### config.mk
export PLATFORM = sky130hd
export DESIGN_NAME = ps2_host_tx
export DESIGN_NICKNAME = d
export VERILOG_FILES = /design/src/rtl/ps2_host_tx.sv
export SDC_FILE = /design/constraint.sdc
export NUM_CORES = 1
export LEC_CHECK = 0
export ABC_AREA = 1
export ABC_CLOCK_PERIOD_IN_PS = 2700
export CORE_MARGIN = 2
export CORE_UTILIZATION = 59
export DETAILED_ROUTE_END_ITERATION = 6
export GPL_TIMING_DRIVEN = 1
export PLACE_DENSITY = 0.85
export SLEW_MARGIN = 10
export SYNTH_ARGS = -nofsm -noshare
export SYNTH_HDL_FRONTEND = slang
export SYNTH_SLANG_ARGS = --single-unit
### constraint.sdc
create_clock -name clk -period 2.7 [get_ports clk]
set_clock_uncertainty 0.1 [all_clocks]
set_input_delay 0.54 -clock clk [delete_from_list [all_inputs] [get_ports clk]]
set_output_delay 0.54 -clock clk [all_outputs]
set_load 0.05 [all_outputs]
### src/rtl/ps2_host_tx.sv
// Host-to-device PS/2 transmitter: inhibit, request-to-send, then shift one byte
// with odd parity to the device on its own clock and collect the ACK bit.
module ps2_host_tx #(
    parameter int INHIBIT_CYCLES = 12000,
    parameter int TIMEOUT_CYCLES = 200000
) (
    input  logic       clk,
    input  logic       reset,
    input  logic [7:0] tx_data,
    input  logic       tx_valid,
    output logic       tx_ready,
    input  logic       PS2Clk,
    input  logic       PS2Data,
    output logic       ps2clk_low,
    output logic       ps2data_low,
    output logic       busy,
    output logic       done,
    output logic [1:0] err_code
);

    localparam int INH_W = $clog2(INHIBIT_CYCLES + 1);
    localparam int TO_W  = $clog2(TIMEOUT_CYCLES + 1);
    localparam logic [INH_W-1:0] INH_LAST = INH_W'(INHIBIT_CYCLES - 1);
    localparam logic [TO_W-1:0]  TO_LAST  = TO_W'(TIMEOUT_CYCLES - 1);

    typedef enum logic [2:0] {
        IDLE,
        INHIBIT,
        REQ,
        SEND,
        WAIT_REL,
        ERROR
    } state_t;

    state_t            state_q, state_d;
    logic [INH_W-1:0]  cnt_q, cnt_d;
    logic [TO_W-1:0]   wd_q, wd_d;
    logic [3:0]        fe_cnt_q, fe_cnt_d;
    logic [7:0]        data_q, data_d;
    logic              par_q, par_d;
    logic              dlow_q, dlow_d;
    logic              nack_q, nack_d;
    logic [1:0]        err_q, err_d;

    logic clk_meta_q, clk_sync_q, clk_prev_q;
    logic data_meta_q, data_sync_q;

    logic       fe;
    logic       clk_edge;
    logic       timeout;
    logic [3:0] fe_next;
    logic [2:0] bit_idx;

    assign fe       = clk_prev_q & ~clk_sync_q;
    assign clk_edge = clk_prev_q ^ clk_sync_q;
    assign fe_next  = fe_cnt_q + 4'd1;
    // fe 1..8 map to bits 0..7; fe 8 wraps fe_next[2:0] to 0, so minus one gives 7
    assign bit_idx  = fe_next[2:0] - 3'd1;
    assign busy     = (state_q != IDLE);

    always_comb begin
        state_d     = state_q;
        cnt_d       = cnt_q;
        wd_d        = wd_q;
        fe_cnt_d    = fe_cnt_q;
        data_d      = data_q;
        par_d       = par_q;
        dlow_d      = dlow_q;
        nack_d      = nack_q;
        err_d       = err_q;
        tx_ready    = 1'b0;
        ps2clk_low  = 1'b0;
        ps2data_low = 1'b0;
        done        = 1'b0;
        err_code    = err_q;
        timeout     = 1'b0;

        if (state_q == SEND || state_q == WAIT_REL) begin
            wd_d    = clk_edge ? '0 : wd_q + TO_W'(1);
            timeout = !clk_edge && (wd_q == TO_LAST);
        end

        case (state_q)
            IDLE: begin
                tx_ready = 1'b1;
                if (tx_valid) begin
                    data_d  = tx_data;
                    par_d   = ~^tx_data;
                    cnt_d   = '0;
                    state_d = INHIBIT;
                end
            end
            INHIBIT: begin
                ps2clk_low = 1'b1;
                if (cnt_q == INH_LAST) state_d = REQ;
                else                   cnt_d   = cnt_q + INH_W'(1);
            end
            REQ: begin
                ps2clk_low  = 1'b1;
                ps2data_low = 1'b1;
                dlow_d      = 1'b1;
                fe_cnt_d    = '0;
                wd_d        = '0;
                state_d     = SEND;
            end
            SEND: begin
                ps2data_low = dlow_q;
                if (timeout) begin
                    state_d = ERROR;
                end else if (fe) begin
                    fe_cnt_d = fe_next;
                    if (fe_next <= 4'd8)       dlow_d = ~data_q[bit_idx];
                    else if (fe_next == 4'd9)  dlow_d = ~par_q;
                    else if (fe_next == 4'd10) dlow_d = 1'b0;
                    else begin
                        dlow_d  = 1'b0;
                        nack_d  = data_sync_q;
                        state_d = WAIT_REL;
                    end
                end
            end
            WAIT_REL: begin
                if (timeout) begin
                    state_d = ERROR;
                end else if (clk_sync_q && data_sync_q) begin
                    done     = 1'b1;
                    err_d    = {1'b0, nack_q};
                    err_code = {1'b0, nack_q};
                    state_d  = IDLE;
                end
            end
            ERROR: begin
                done     = 1'b1;
                err_d    = 2'b10;
                err_code = 2'b10;
                state_d  = IDLE;
            end
            default: state_d = IDLE;
        endcase
    end

    // Synchronizers idle high so a released bus produces no edge out of reset
    always_ff @(posedge clk or negedge reset) begin
        if (!reset) begin
            state_q     <= IDLE;
            cnt_q       <= '0;
            wd_q        <= '0;
            fe_cnt_q    <= '0;
            dlow_q      <= 1'b0;
            nack_q      <= 1'b0;
            err_q       <= 2'b00;
            clk_meta_q  <= 1'b1;
            clk_sync_q  <= 1'b1;
            clk_prev_q  <= 1'b1;
            data_meta_q <= 1'b1;
            data_sync_q <= 1'b1;
        end else begin
            state_q     <= state_d;
            cnt_q       <= cnt_d;
            wd_q        <= wd_d;
            fe_cnt_q    <= fe_cnt_d;
            dlow_q      <= dlow_d;
            nack_q      <= nack_d;
            err_q       <= err_d;
            clk_meta_q  <= PS2Clk;
            clk_sync_q  <= clk_meta_q;
            clk_prev_q  <= clk_sync_q;
            data_meta_q <= PS2Data;
            data_sync_q <= data_meta_q;
        end
    end

    always_ff @(posedge clk) begin
        data_q <= data_d;
        par_q  <= par_d;
    end

endmodule

Word-level counts from Yosys, hierarchy flattened. Cells that the tools add are included.

Flip-flop bits (word level): 57. Input port bits: 13. Output and inout bits: 7.

Add/subtract/negate cells: 4. $lt $le $gt $ge: 2. Eq/ne operators: 19. Mux-type cells: 36. Bitwise operators: 9. Reduce and logical (&&, ||, !) cells: 16.

Operator list (count): 2-to-1 mux 18 bit (3); 2-to-1 mux 14 bit (2); case mux 14 bit (2 select lines) (1); 2-to-1 mux 3 bit (9); adder 18 x 1 -> 18 bit (second input constant) (1); equality test 18 bit (second input constant) (1); case mux 3 bit (5 select lines) (1); adder 14 x 1 -> 14 bit (second input constant) (1); equality test 14 bit (second input constant) (1); inequality test 3 bit (second input constant) (4); 2-to-1 mux 1 bit (10); inequality test 2 bit (second input constant) (5); equality test 4 bit (second input constant) (2); 2-to-1 mux 4 bit (2); case mux 4 bit (2 select lines) (1); XNOR reduction 8 bit (1); inverter 1 bit (7); AND reduction 7 bit (1); equality test 3 x 2 -> 1 bit (second input constant) (2); equality test 3 bit (second input constant) (2); case mux 1 bit (2 select lines) (3); AND reduction 3 bit (2); AND reduction 6 bit (1); nonzero test 2 bit (3); 18 further kinds (20).

Longest topological paths before layout. Gate-level depths: netlist (run 1).

Depth in word-level cells: 9. Gate-level depth with buffers: 13. Depth with buffers taken out: 13.

Least setup slack after synthesis (run 1). Ideal clock, no wire load.

Path kind: register to output. Start point: register clk_sync_q. End point: output port done. Arrival: 2321 ps. Path slack: -261 ps. Stages on the path, launching flop included: 10. Path buffers: 0. Path through: dfstp_2 inv_1 ha_1 nand2_1 nor2_1 nand2_1 nor2_1 nand3_1 nand2_1 o21ai_0.

Word-level cells in the longest chain between the ends: 6. Elaborated cells between the ends (all ways): 8. Classes of those cells: 4 x mux; 1 x bitwise; 3 x reduce/logical.

Ends and longest elaborated chain: start: declaration (line 45) `logic clk_meta_q, clk_sync_q, clk_prev_q;`; start signal: assignment (line 166) `clk_sync_q <= clk_meta_q;`; XOR 1 bit (line 55) `assign clk_edge = clk_prev_q ^ clk_sync_q;`; zero test 1 bit (line 80) `timeout = !clk_edge && (wd_q == TO_LAST);`; logical AND 1 bit (line 80); 2-to-1 mux 1 bit (line 78) `if (state_q == SEND || state_q == WAIT_REL) begin`; 2-to-1 mux 1 bit * (line 123) `if (timeout) begin`; case mux 1 bit (2 select lines) * (line 83) `case (state_q)`; end: declaration (line 17) `output logic done,`.

Every way passes the cells marked *; elsewhere a longest branch is shown, timed or not.

Worst setup path after layout (run 1).
Start point: register clk_sync_q. End point: output port err_code[0].

Word-level cells in the longest chain between the ends: 6. Elaborated cells between the ends (all ways): 8. Classes of those cells: 4 x mux; 1 x bitwise; 3 x reduce/logical.

Ends and longest elaborated chain: XOR 1 bit (line 55); zero test 1 bit (line 80); logical AND 1 bit (line 80); 2-to-1 mux 1 bit (line 78); 2-to-1 mux 2 bit * (line 123); case mux 2 bit (2 select lines) * (line 83); end: declaration (line 18) `output logic [1:0] err_code`.

Marks and branches as above.

==> results.py, run 1 <==
metrics = {
    "outcome": {
        "status": "finished, violations left",
        "failed_checks": "setup timing",
    },
    "sta": {
        "final.setup.worst_slack_ns": -0.03978,
        "maxSlewViolCount": 0,
        "final.min_clock_period_ns": 2.740,
        "slew_headroom_pct": 42.81,
        "fmax_mhz": 365.0,
        "holdWs_ns": 0.1978,
        "setup_viol": 3,
        "rsz0062_at_grt": "true",
        "hold_violations": 0,
        "tightest_slew_ns": 0.8578,
        "fin_crit_sh_pct": 101.5,
    },
    "logic_synthesis": {
        "synth_top_area_cell": "dfrtp_1",
        "synthCells": 431,
        "synth_most_common_cell": "nand2_1",
        "syn_area_sq_um": 3307,
        "netlist.area_leader.share_pct": 32.54,
        "synth.cells.most_frequent": "nand2_1, inv_1, nor2_1",
        "syn_area_per_cell_sq_um": 7.673,
        "synthArstFlopShare_pct": 84.21,
        "synthFlopType": "dfrtp_1",
        "synthesis.nets": 451,
        "synth-edff-count": 9,
        "synth_cell_types": 33,
        "synth_seq_cells": 57,
        "yosysSeqAreaShare_pct": 44.68,
        "synthTopCellsByArea": "dfrtp_1, nand2_1, edfxtp_1, inv_1, nor2_1",
        "yosys_warnings": 0,
    },
    "hold_path": {
        "hold_class": "primary input to asynchronous set/reset pin",
    },
    "critical_path": {
        "critPathCaptureType": "output pin",
        "crit_slowest_cell": "dfstp_2",
        "critical-path-top-delay-family": "simple AND/OR/NAND/NOR gates",
        "crit_chain": "inv_2, ha_4, nand2_2, nor2_1, nand2_1, nor2_2, nand3_2, nand2_2, nand2_2, nand3_2, nand2_4, buf_12",
        "critPathArrivalTime_ns": 2.10,
        "critPathMostFrequentCell": "nand2_2",
        "crit_type": "flip-flop to output pin",
        "crit_required_ns": 2.06,
        "critPathMaxStageDelay_ns": 0.54,
        "crit_path_start_kind": "flip-flop",
        "critical_path_buf_inv_count": 2,
        "critPathMaxFanout": 3,
    },
    "route": {
        "drtIter0Drc": 209,
        "dr.pass1.iters": 5,
        "drt_wl_total_microns": 7570,
        "ant_nets": 0,
        "drcViolationCount": 0,
        "wl_per_cell_microns": 13.84,
        "via_per_inst": 5.654,
        "num_vias": 3093,
    },
    "final_layout": {
        "drive_gt1_share_pct": 14.11,
        "nNetsFinal": 490,
        "antennaDiodeCount": 0,
        "final_core_util_pct": 71.63,
        "area.growth.synth_to_final_pct": 18.54,
    },
    "power_and_ir_drop": {
        "power_switching_mw": 1.462,
        "power_mw": 3.383,
        "p_clk_share_pct": 23.7,
        "p_sw_share_pct": 43.21,
        "p_per_area_nw_per_um2": 863.0,
        "p_leak_nw": 1.865,
        "intPower_mw": 1.921,
        "seqPwrFrac_pct": 34.4,
        "irDropWorstVdd_uv": 1062,
        "combPwrFrac_pct": 41.9,
    },
    "clock_network": {
        "htreeDepth": 3,
        "clock_latency_ns": 0.35,
        "cts-hold-fix-buffers": 0,
        "clock_sinks": 57,
        "cts_tree": "yes",
        "clockBufferDepth": 2,
        "clockRootBuffer": "clkbuf_8",
        "numCtsBuffers": 9,
        "path_clk_slew_ns": 0.07,
    },
    "global_routing": {
        "grt-ovfl-total": 0,
        "antenna_found_initial": 0,
        "grt_pass1_wl_microns": 12790,
        "grt_usage_pct": 26.37,
        "grt_max_degree": 39,
        "grt_pass1_vias": 2963,
    },
    "die": {
        "core_area_sq_um": 5473,
        "die-area_sq_um": 6220,
        "start_util_pct": 60.43,
        "die-height_microns": 78.87,
        "die_x_microns": 78.87,
        "io_pins": 20,
        "row_count": 27,
    },
    "place": {
        "port-buffer-count": 19,
        "gp_congestion": 0.9068,
        "hpwl_microns": 5033,
    },
    "job": {
        "drv_cap": 0,
    },
}
## worst register-to-register path, stage by stage, from the launching register on
cell,delay [ns]
dfrtp_1,0.41
ha_1,0.25
nand3_1,0.13
inv_1,0.07
nand2_1,0.08
nor2_2,0.06
buf_4,0.13
buf_4,0.12
buf_4,0.13
buf_4,0.12
buf_4,0.12
buf_4,0.12
buf_4,0.13
buf_4,0.13
nand3_1,0.07
nand2_1,0.07
nand4_1,0.08
nand2_1,0.06
## path summary, 6_finish.rpt
| kind | startpoint | endpoint | slack (ns) | cells past startpoint |
|---|---|---|---|---|
| min in group clk | data_meta_q | data_sync_q | 0.26 | 0 |
| max in group asynchronous | reset | state_q[1] | 1.61 | 2 |
| setup reg to reg | wd_q[0] | state_q[0] | 0.19 | 17 |
| hold reg to reg | data_meta_q | data_sync_q | 0.26 | 0 |
| hold / removal | reset | wd_q[5] | 0.20 | 1 |
| setup / recovery | clk_sync_q | err_code[0] | -0.04 | 12 |
## cells in the final DEF (no fill, tap or decap), types with 2 or more instances in the layout
| cell | instances |
|---|---|
| buf_4 | 13 |
| o22ai_1 | 2 |
| nand4_2 | 2 |
| nand2_4 | 3 |
| nand4_1 | 17 |
| clkdlybuf4s50_1 | 12 |
| dfstp_2 | 5 |
| dlymetal6s2s_1 | 2 |
| nor3_2 | 2 |
| inv_2 | 6 |
| nor2_1 | 45 |
| clkinv_1 | 2 |
| o21ai_1 | 8 |
| nor3_1 | 8 |
| nand2_1 | 103 |
| xnor2_1 | 6 |
| nand3b_1 | 4 |
| inv_1 | 60 |
| o21ai_0 | 26 |
| a21oi_1 | 15 |
| ha_1 | 6 |
| buf_12 | 3 |
| dfrtp_1 | 43 |
| nand2_2 | 5 |
| nand3_1 | 28 |
| nand3_2 | 4 |
| edfxtp_1 | 9 |
| clkinvlp_4 | 2 |
| xor2_1 | 7 |
| clkbuf_8 | 10 |
| nor2_2 | 4 |
## timing repair
action	in CTS	in global routing
resized for setup	8	7
setup buffers	11	1
hold endpoints to repair	0	0
pin swaps	5	8
endpoints found under the setup margin	4	5
## kinds of logic after synthesis
kind of cell    share of synthesized area (%)
compound gates                          9.194
simple gates                            31.56
xor+xnor                                3.443
buf+inv                                 8.475
fa+ha+maj                               2.648
flops                                   44.68
## power by group through the flow
stage          combinational [mW]  sequential, mW  clock, mW
2_1_floorplan                1.04            1.12          0
3_3_place_gp                 1.33            1.16          0
3_5_place_dp                 1.37            1.17          0
4_1_cts                      1.38            1.16      0.805
5_1_grt                      1.55            1.18      0.846
6_report                     1.42            1.16      0.801
## stage by stage
| step | worst slack [ns] | TNS (ns) | area, sq um | instances |
|---|---|---|---|---|
| global route | -0.1136 | -0.2984 | 3920 | 547 |
| global placement | 0.2151 | 0 | 3587 | 519 |
| finish | -0.03978 | -0.08261 | 3920 | 547 |
| detailed placement | 0.1318 | 0 | 3587 | 519 |
| CTS | -0.05936 | -0.1037 | 3892 | 546 |
| floorplan | 0.1174 | 0 | 3307 | 431 |
## state kept, by name, indices dropped and copies added (netlist names), 2 cells and up
signal	cells
fe_cnt_q	4
wd_q	18
data_q	8
err_q	2
state_q	3
cnt_q	14
## routing by layer
metal | wire [microns] | vias to the layer above | GRT usage [%] | part of all wire (%)
met5 | 0 | - | 0 | 0
met4 | 274 | 0 | 15.00 | 3.6
met1 | 3036 | 1450 | 31.29 | 40
met2 | 3803 | 133 | 45.47 | 50
met3 | 456 | 31 | 4.318 | 6.0
li1 | - | 1479 | - | -
## layout make-up
type	count	area [sq um]
fill	402	1553
clock buffer	10	137.6
timing repair buffer	32	316.6
multi-input combinational	304	1593
tap	72	90.09
sequential	57	1478
clock inverter	6	57.56
inverter	66	247.7
Note: power is estimated with default switching activity, not from simulation.
==> run 2, diff against run 1 <==
--- a/config.mk
+++ b/config.mk
@@ -11,6 +11,7 @@
 export CORE_UTILIZATION = 59
 export DETAILED_ROUTE_END_ITERATION = 6
 export GPL_TIMING_DRIVEN = 1
+export MAX_ROUTING_LAYER = met4
 export PLACE_DENSITY = 0.85
 export SLEW_MARGIN = 10
 export SYNTH_ARGS = -nofsm -noshare
==> run 2 against run 1 <==
The run still ends with setup timing left. Worst setup slack improved by 0.012 ns. Count of clock-buffer cells in the layout up 2. Critical endpoint unchanged. First-iteration DRC count increased by 0.48%. Cell area decreased by 2.2%. Clock power decreased by 5.4%. Critical path depth did not move. Sequential power hardly changed. Global-route usage fell by 0.52 points. Highest routed layer unchanged. Maximum frequency rose by 0.45%. Worst hold slack barely moved.
==> results.py, run 2 (same netlist as run 1, synthesis figures left out) <==
metrics = {
    "sta": {
        "rsz0062_at_grt": "true",
        "tns_ns": -0.02764,
        "setup_viol": 1,
        "holdWs_ns": 0.1980,
        "slew_headroom_pct": 42.99,
        "fin_crit_sh_pct": 101.0,
        "fmax_mhz": 366.6,
        "tightest_slew_ns": 0.8551,
        "final.min_clock_period_ns": 2.728,
        "hold_violations": 0,
        "final.setup.worst_slack_ns": -0.02764,
        "maxSlewViolCount": 0,
    },
    "final_layout": {
        "final_common_cell": "nand2_1",
        "top_register": "wd_q",
        "antennaDiodeCount": 0,
        "final_core_util_pct": 70.05,
        "drive_gt1_share_pct": 11.37,
        "fin_cells": 538,
        "mostFrequentLayoutCells": "nand2_1, inv_1, nor2_1",
        "regArea_sq_um": 1478,
        "fill_cells": 439,
        "nNetsFinal": 481,
        "design_area_sq_um": 3834,
        "area.growth.synth_to_final_pct": 15.93,
        "reg_top3": "wd_q x18, cnt_q x14, data_q x8",
        "multi_input_comb_area_sq_um": 1589,
        "largest_register_ffs": 18,
    },
    "critical_path": {
        "critPathMaxStageDelay_ns": 0.55,
        "crit_slowest_cell": "dfstp_2",
        "critPathCaptureType": "output pin",
        "critPathMostFrequentCell": "nand2_1",
        "crit_required_ns": 2.06,
        "crit_chain": "inv_2, ha_4, nand2_1, nor2_1, nand2_1, nor2_4, nand3_2, nand2_2, nand2_1, nand3_2, nand2_4, buf_12",
        "crit_type": "flip-flop to output pin",
        "critPathArrivalTime_ns": 2.09,
        "critPathMaxFanout": 3,
        "crit_path_start_kind": "flip-flop",
    },
    "place": {
        "gp_congestion": 0.9299,
        "port-buffer-count": 19,
        "hpwl_microns": 5137,
        "placed_area_sq_um": 3587,
        "placed_cells": 519,
        "place_ws_ns": 0.1496,
    },
    "clock_network": {
        "clock_sinks": 57,
        "numCtsBuffers": 9,
        "clockRootBuffer": "clkbuf_8",
        "htreeDepth": 3,
        "cts_tree": "yes",
        "clockBufferDepth": 2,
        "clock_latency_ns": 0.34,
        "path_clk_slew_ns": 0.07,
    },
    "power_and_ir_drop": {
        "seqPwrFrac_pct": 35.1,
        "combPwrFrac_pct": 42.0,
        "power_mw": 3.307,
        "p_sw_share_pct": 42.73,
        "p_clk_share_pct": 22.9,
        "p_leak_nw": 1.809,
        "p_per_area_nw_per_um2": 862.5,
        "power_switching_mw": 1.413,
        "irDropWorstVdd_uv": 927.3,
        "intPower_mw": 1.894,
    },
    "route": {
        "num_vias": 2953,
        "wl_per_cell_microns": 13.27,
        "drt_wl_total_microns": 7137,
        "drcViolationCount": 0,
        "ant_nets": 0,
        "drtIter0Drc": 210,
        "via_per_inst": 5.489,
        "dr.pass1.iters": 4,
    },
    "global_routing": {
        "grt_pass1_wl_microns": 12310,
        "grt_max_degree": 39,
        "antenna_found_initial": 0,
        "grt-ovfl-total": 0,
        "grt_usage_pct": 25.86,
        "grt_pass1_vias": 2913,
    },
    "die": {
        "die-height_microns": 78.87,
        "start_util_pct": 60.43,
        "core_area_sq_um": 5473,
        "io_pins": 20,
        "die-area_sq_um": 6220,
        "row_count": 27,
        "die_x_microns": 78.87,
    },
    "job": {
        "drv_cap": 0,
    },
    "outcome": {
        "status": "finished, violations left",
        "failed_checks": "setup timing",
    },
    "hold_path": {
        "hold_class": "primary input to asynchronous set/reset pin",
    },
}
run 2: cell types whose count changed in the layout (fill, tap and decap cells not counted), moves of 2 or more:
cell        previous run  this run
clkbuf_1               0         3
nand2_2                5         3
clkinvlp_4             2         0
nand2_1              103       105
buf_4                 13         4
run 2: timing repair:
action / 4_1_cts / 5_1_grt
pin swaps: 6 / 7
gates resized for setup: 6 / 6
cloned: 0 / 0
hold buffers: 0 / 0
buffers inserted: 2 / 1
endpoints found under the setup margin: 3 / 5
run 2: final timing paths:
| check | cells past startpoint | slack, ns | startpoint | to |
|---|---|---|---|---|
| min in group clk | 0 | 0.26 | data_meta_q | data_sync_q |
| worst min register to register | 0 | 0.26 | data_meta_q | data_sync_q |
| worst min-delay path | 1 | 0.20 | reset | wd_q[5] |
| worst max register to register | 10 | 0.62 | clk_sync_q | state_q[0] |
| max in group asynchronous | 2 | 1.60 | reset | state_q[1] |
| worst max-delay path | 12 | -0.03 | clk_sync_q | err_code[0] |
run 2: critical path, delay by kind of cell, from the launching register on:
| family | cells | cell delay (ns) |
|---|---|---|
| fa+ha+maj | 1 | 0.26 |
| buf+inv | 2 | 0.20 |
| flops | 1 | 0.55 |
| simple gates | 9 | 0.75 |
run 2: area by class of cell:
type | count | share of cell area, %
multi-input cells | 304 | 41.45
flip-flops and latches | 57 | 38.54
clock inverters | 4 | 1.142
repair buffers | 23 | 6.527
well taps | 72 | 2.350
inverters | 66 | 6.462
clock buffers | 12 | 3.525
run 2: power groups by stage:
stage | combinational (mW) | sequential, mW | clock, mW
after floorplan | 1.04 | 1.12 | 0
after global placement | 1.33 | 1.16 | 0
after detailed placement | 1.36 | 1.17 | 0
after CTS | 1.38 | 1.16 | 0.761
after global routing | 1.53 | 1.18 | 0.801
final | 1.39 | 1.16 | 0.758
run 2: per-layer routing:
metal  track usage, %  up-vias  share of wire, %
met2            43.33       96                51
met1            30.19     1377                42
met3            4.318       19               4.4
met4            13.28        0               2.6
met5                -        -                 0
li1                 -     1461                 -
==> run 3, diff against run 2 <==
--- a/config.mk
+++ b/config.mk
@@ -7,8 +7,10 @@
 export LEC_CHECK = 0
 export ABC_AREA = 1
 export ABC_CLOCK_PERIOD_IN_PS = 2700
+export CELL_PAD_IN_SITES_DETAIL_PLACEMENT = 0
+export CELL_PAD_IN_SITES_GLOBAL_PLACEMENT = 1
 export CORE_MARGIN = 2
-export CORE_UTILIZATION = 59
+export CORE_UTILIZATION = 44
 export DETAILED_ROUTE_END_ITERATION = 6
 export GPL_TIMING_DRIVEN = 1
 export MAX_ROUTING_LAYER = met4
==> run 3 against run 2 <==
The flow now finishes without violations. Maximum frequency rose by 3.2%. Cell area rose by 1.8%. Wire length rose by 1.8%. Total power rose by 3.4%. Largest power group unchanged. Count of clock-buffer cells in the layout fell by 3. Global-route usage fell by 5.9 points. Critical path type unchanged. Critical path depth fell by 1. Worst setup slack improved by 0.085 ns. Clock power rose by 14%. Combinational power barely moved. Register-to-register slack got worse by 0.02 ns.
==> results.py, run 3 (same netlist as run 1, synthesis figures left out) <==
metrics = {
    "outcome": {
        "status": "complete, no violations",
    },
    "hold_path": {
        "hold_class": "primary input to asynchronous set/reset pin",
    },
    "final_layout": {
        "multi_input_comb_area_sq_um": 1589,
        "largest_register_ffs": 18,
        "drive_gt1_share_pct": 13.43,
        "design_area_sq_um": 3902,
        "fill_cells": 685,
        "nNetsFinal": 484,
        "regArea_sq_um": 1478,
        "final_core_util_pct": 53.80,
        "reg_top3": "wd_q x18, cnt_q x14, data_q x8",
        "area.growth.synth_to_final_pct": 18.01,
        "mostFrequentLayoutCells": "nand2_1, inv_1, nor2_1",
        "top_register": "wd_q",
        "final_common_cell": "nand2_1",
        "antennaDiodeCount": 0,
    },
    "power_and_ir_drop": {
        "p_leak_nw": 1.819,
        "p_sw_share_pct": 42.05,
        "p_per_area_nw_per_um2": 875.8,
        "intPower_mw": 1.980,
        "seqPwrFrac_pct": 34.1,
        "combPwrFrac_pct": 40.7,
        "irDropWorstVdd_uv": 362.2,
        "power_switching_mw": 1.437,
        "p_clk_share_pct": 25.2,
    },
    "critical_path": {
        "r2r_setup_slack_ns": 0.60,
        "crit_type": "flip-flop to output pin",
        "r2r_start": "clk_sync_q",
        "critPathCaptureType": "output pin",
        "crit_path_start_kind": "flip-flop",
        "critical-path-top-delay-family": "simple AND/OR/NAND/NOR gates",
        "critPathMaxStageDelay_ns": 0.54,
        "crit_required_ns": 2.06,
        "crit_chain": "inv_2, ha_4, nand2_2, nor2_2, nand2_1, nor2_2, nand3_2, nand2_2, o21ai_1, nand2_1, buf_12",
        "rr_endpoint": "state_q[0]",
        "critical_path_buf_inv_count": 2,
        "critPathArrivalTime_ns": 2.00,
        "crit_slowest_cell": "dfstp_2",
        "reg2reg_depth": 10,
        "critPathMaxFanout": 3,
    },
    "place": {
        "port-buffer-count": 19,
        "placed_area_sq_um": 3613,
        "hpwl_microns": 5376,
        "gp_congestion": 0.9247,
        "place_ws_ns": 0.1735,
    },
    "clock_network": {
        "path_clk_slew_ns": 0.07,
        "clock_latency_ns": 0.34,
        "htreeDepth": 3,
        "clockBufferDepth": 2,
        "numCtsBuffers": 9,
        "cts_tree": "yes",
        "cts-hold-fix-buffers": 0,
        "clockRootBuffer": "clkbuf_8",
        "clock_sinks": 57,
    },
    "job": {
        "drv_cap": 0,
    },
    "sta": {
        "fin_crit_sh_pct": 97.87,
        "maxSlewViolCount": 0,
        "final.min_clock_period_ns": 2.643,
        "final.setup.worst_slack_ns": 0.05740,
        "fmax_mhz": 378.4,
        "rsz0062_at_grt": "true",
        "slew_headroom_pct": 44.97,
        "tightest_slew_ns": 0.8254,
        "hold_violations": 0,
        "setup_viol": 0,
    },
    "route": {
        "drtIter0Drc": 117,
        "drcViolationCount": 0,
        "num_vias": 2844,
        "wl_per_cell_microns": 12.79,
        "via_per_inst": 5.007,
        "drt_wl_total_microns": 7264,
        "dr.pass1.iters": 4,
        "ant_nets": 0,
    },
    "global_routing": {
        "grt_max_degree": 37,
        "grt-ovfl-total": 0,
        "antenna_found_initial": 0,
        "grt_pass1_vias": 2737,
        "grt_usage_pct": 20.00,
        "grt_pass1_wl_microns": 12790,
    },
    "die": {
        "start_util_pct": 45.59,
        "die-height_microns": 90.70,
        "die-area_sq_um": 8226,
        "row_count": 31,
        "core_area_sq_um": 7253,
        "die_x_microns": 90.70,
        "io_pins": 20,
    },
}
run 3: cell types whose count changed in the layout (fill, tap and decap cells not counted), sizes merged:
| cell | before | now |
|---|---|---|
| buf | 8 | 12 |
| bufinv | 1 | 2 |
| clkbuf | 12 | 9 |
| clkinv | 3 | 4 |
| clkinvlp | 0 | 1 |
| dlymetal6s2s | 2 | 1 |
run 3: how the worst max path moves through the flow:
stage                     from          end  slack [ns]  cells past startpoint
global placement    clk_sync_q  err_code[0]        0.23                     12
detailed placement  clk_sync_q  err_code[0]        0.17                     12
finish              clk_sync_q  err_code[1]        0.06                     11
CTS                 clk_sync_q  err_code[0]       -0.06                     12
global route        clk_sync_q  err_code[0]       -0.08                     12
floorplan           clk_sync_q         done        0.12                      9
run 3: through the flow:
stage / TNS [ns] / instances / hold slack (ns) / power (mW)
2_1_floorplan: 0 / 431 / 0.1444 / 2.169
3_3_place_gp: 0 / 547 / 0.2467 / 2.512
3_5_place_dp: 0 / 547 / 0.2519 / 2.538
4_1_cts: -0.1129 / 566 / 0.2098 / 3.433
5_1_grt: -0.1612 / 568 / 0.2633 / 3.651
6_report: 0 / 568 / 0.1893 / 3.418
run 3: area by class of cell:
class                           count  area share, %
Sequential cell                    57          37.86
Inverter                           66          6.348
Timing Repair Buffer               26          6.541
Tap cell                           99          3.174
Multi-Input combinational cell    304          40.72
Clock inverter                      7          2.180
Clock buffer                        9          3.174
run 3: layer usage:
layer	global-route usage (%)	share of wire, %
met1	25.64	47
met2	30.66	48
met3	4.841	3.5
met4	7.821	1.5
met5	-	0
run 3: power groups by stage:
stage / Sequential [mW] / Clock, mW / Combinational, mW
6_report: 1.16 / 0.862 / 1.39
5_1_grt: 1.19 / 0.926 / 1.54
4_1_cts: 1.16 / 0.890 / 1.38
3_5_place_dp: 1.18 / 0 / 1.36
3_3_place_gp: 1.17 / 0 / 1.34
2_1_floorplan: 1.12 / 0 / 1.04
run 3: timing repair:
item | in CTS | in global routing
setup endpoints to repair | 3 | 4
gates resized for setup | 5 | 8
cloned | 0 | 0
pin swaps | 6 | 8
buffers inserted | 3 | 2
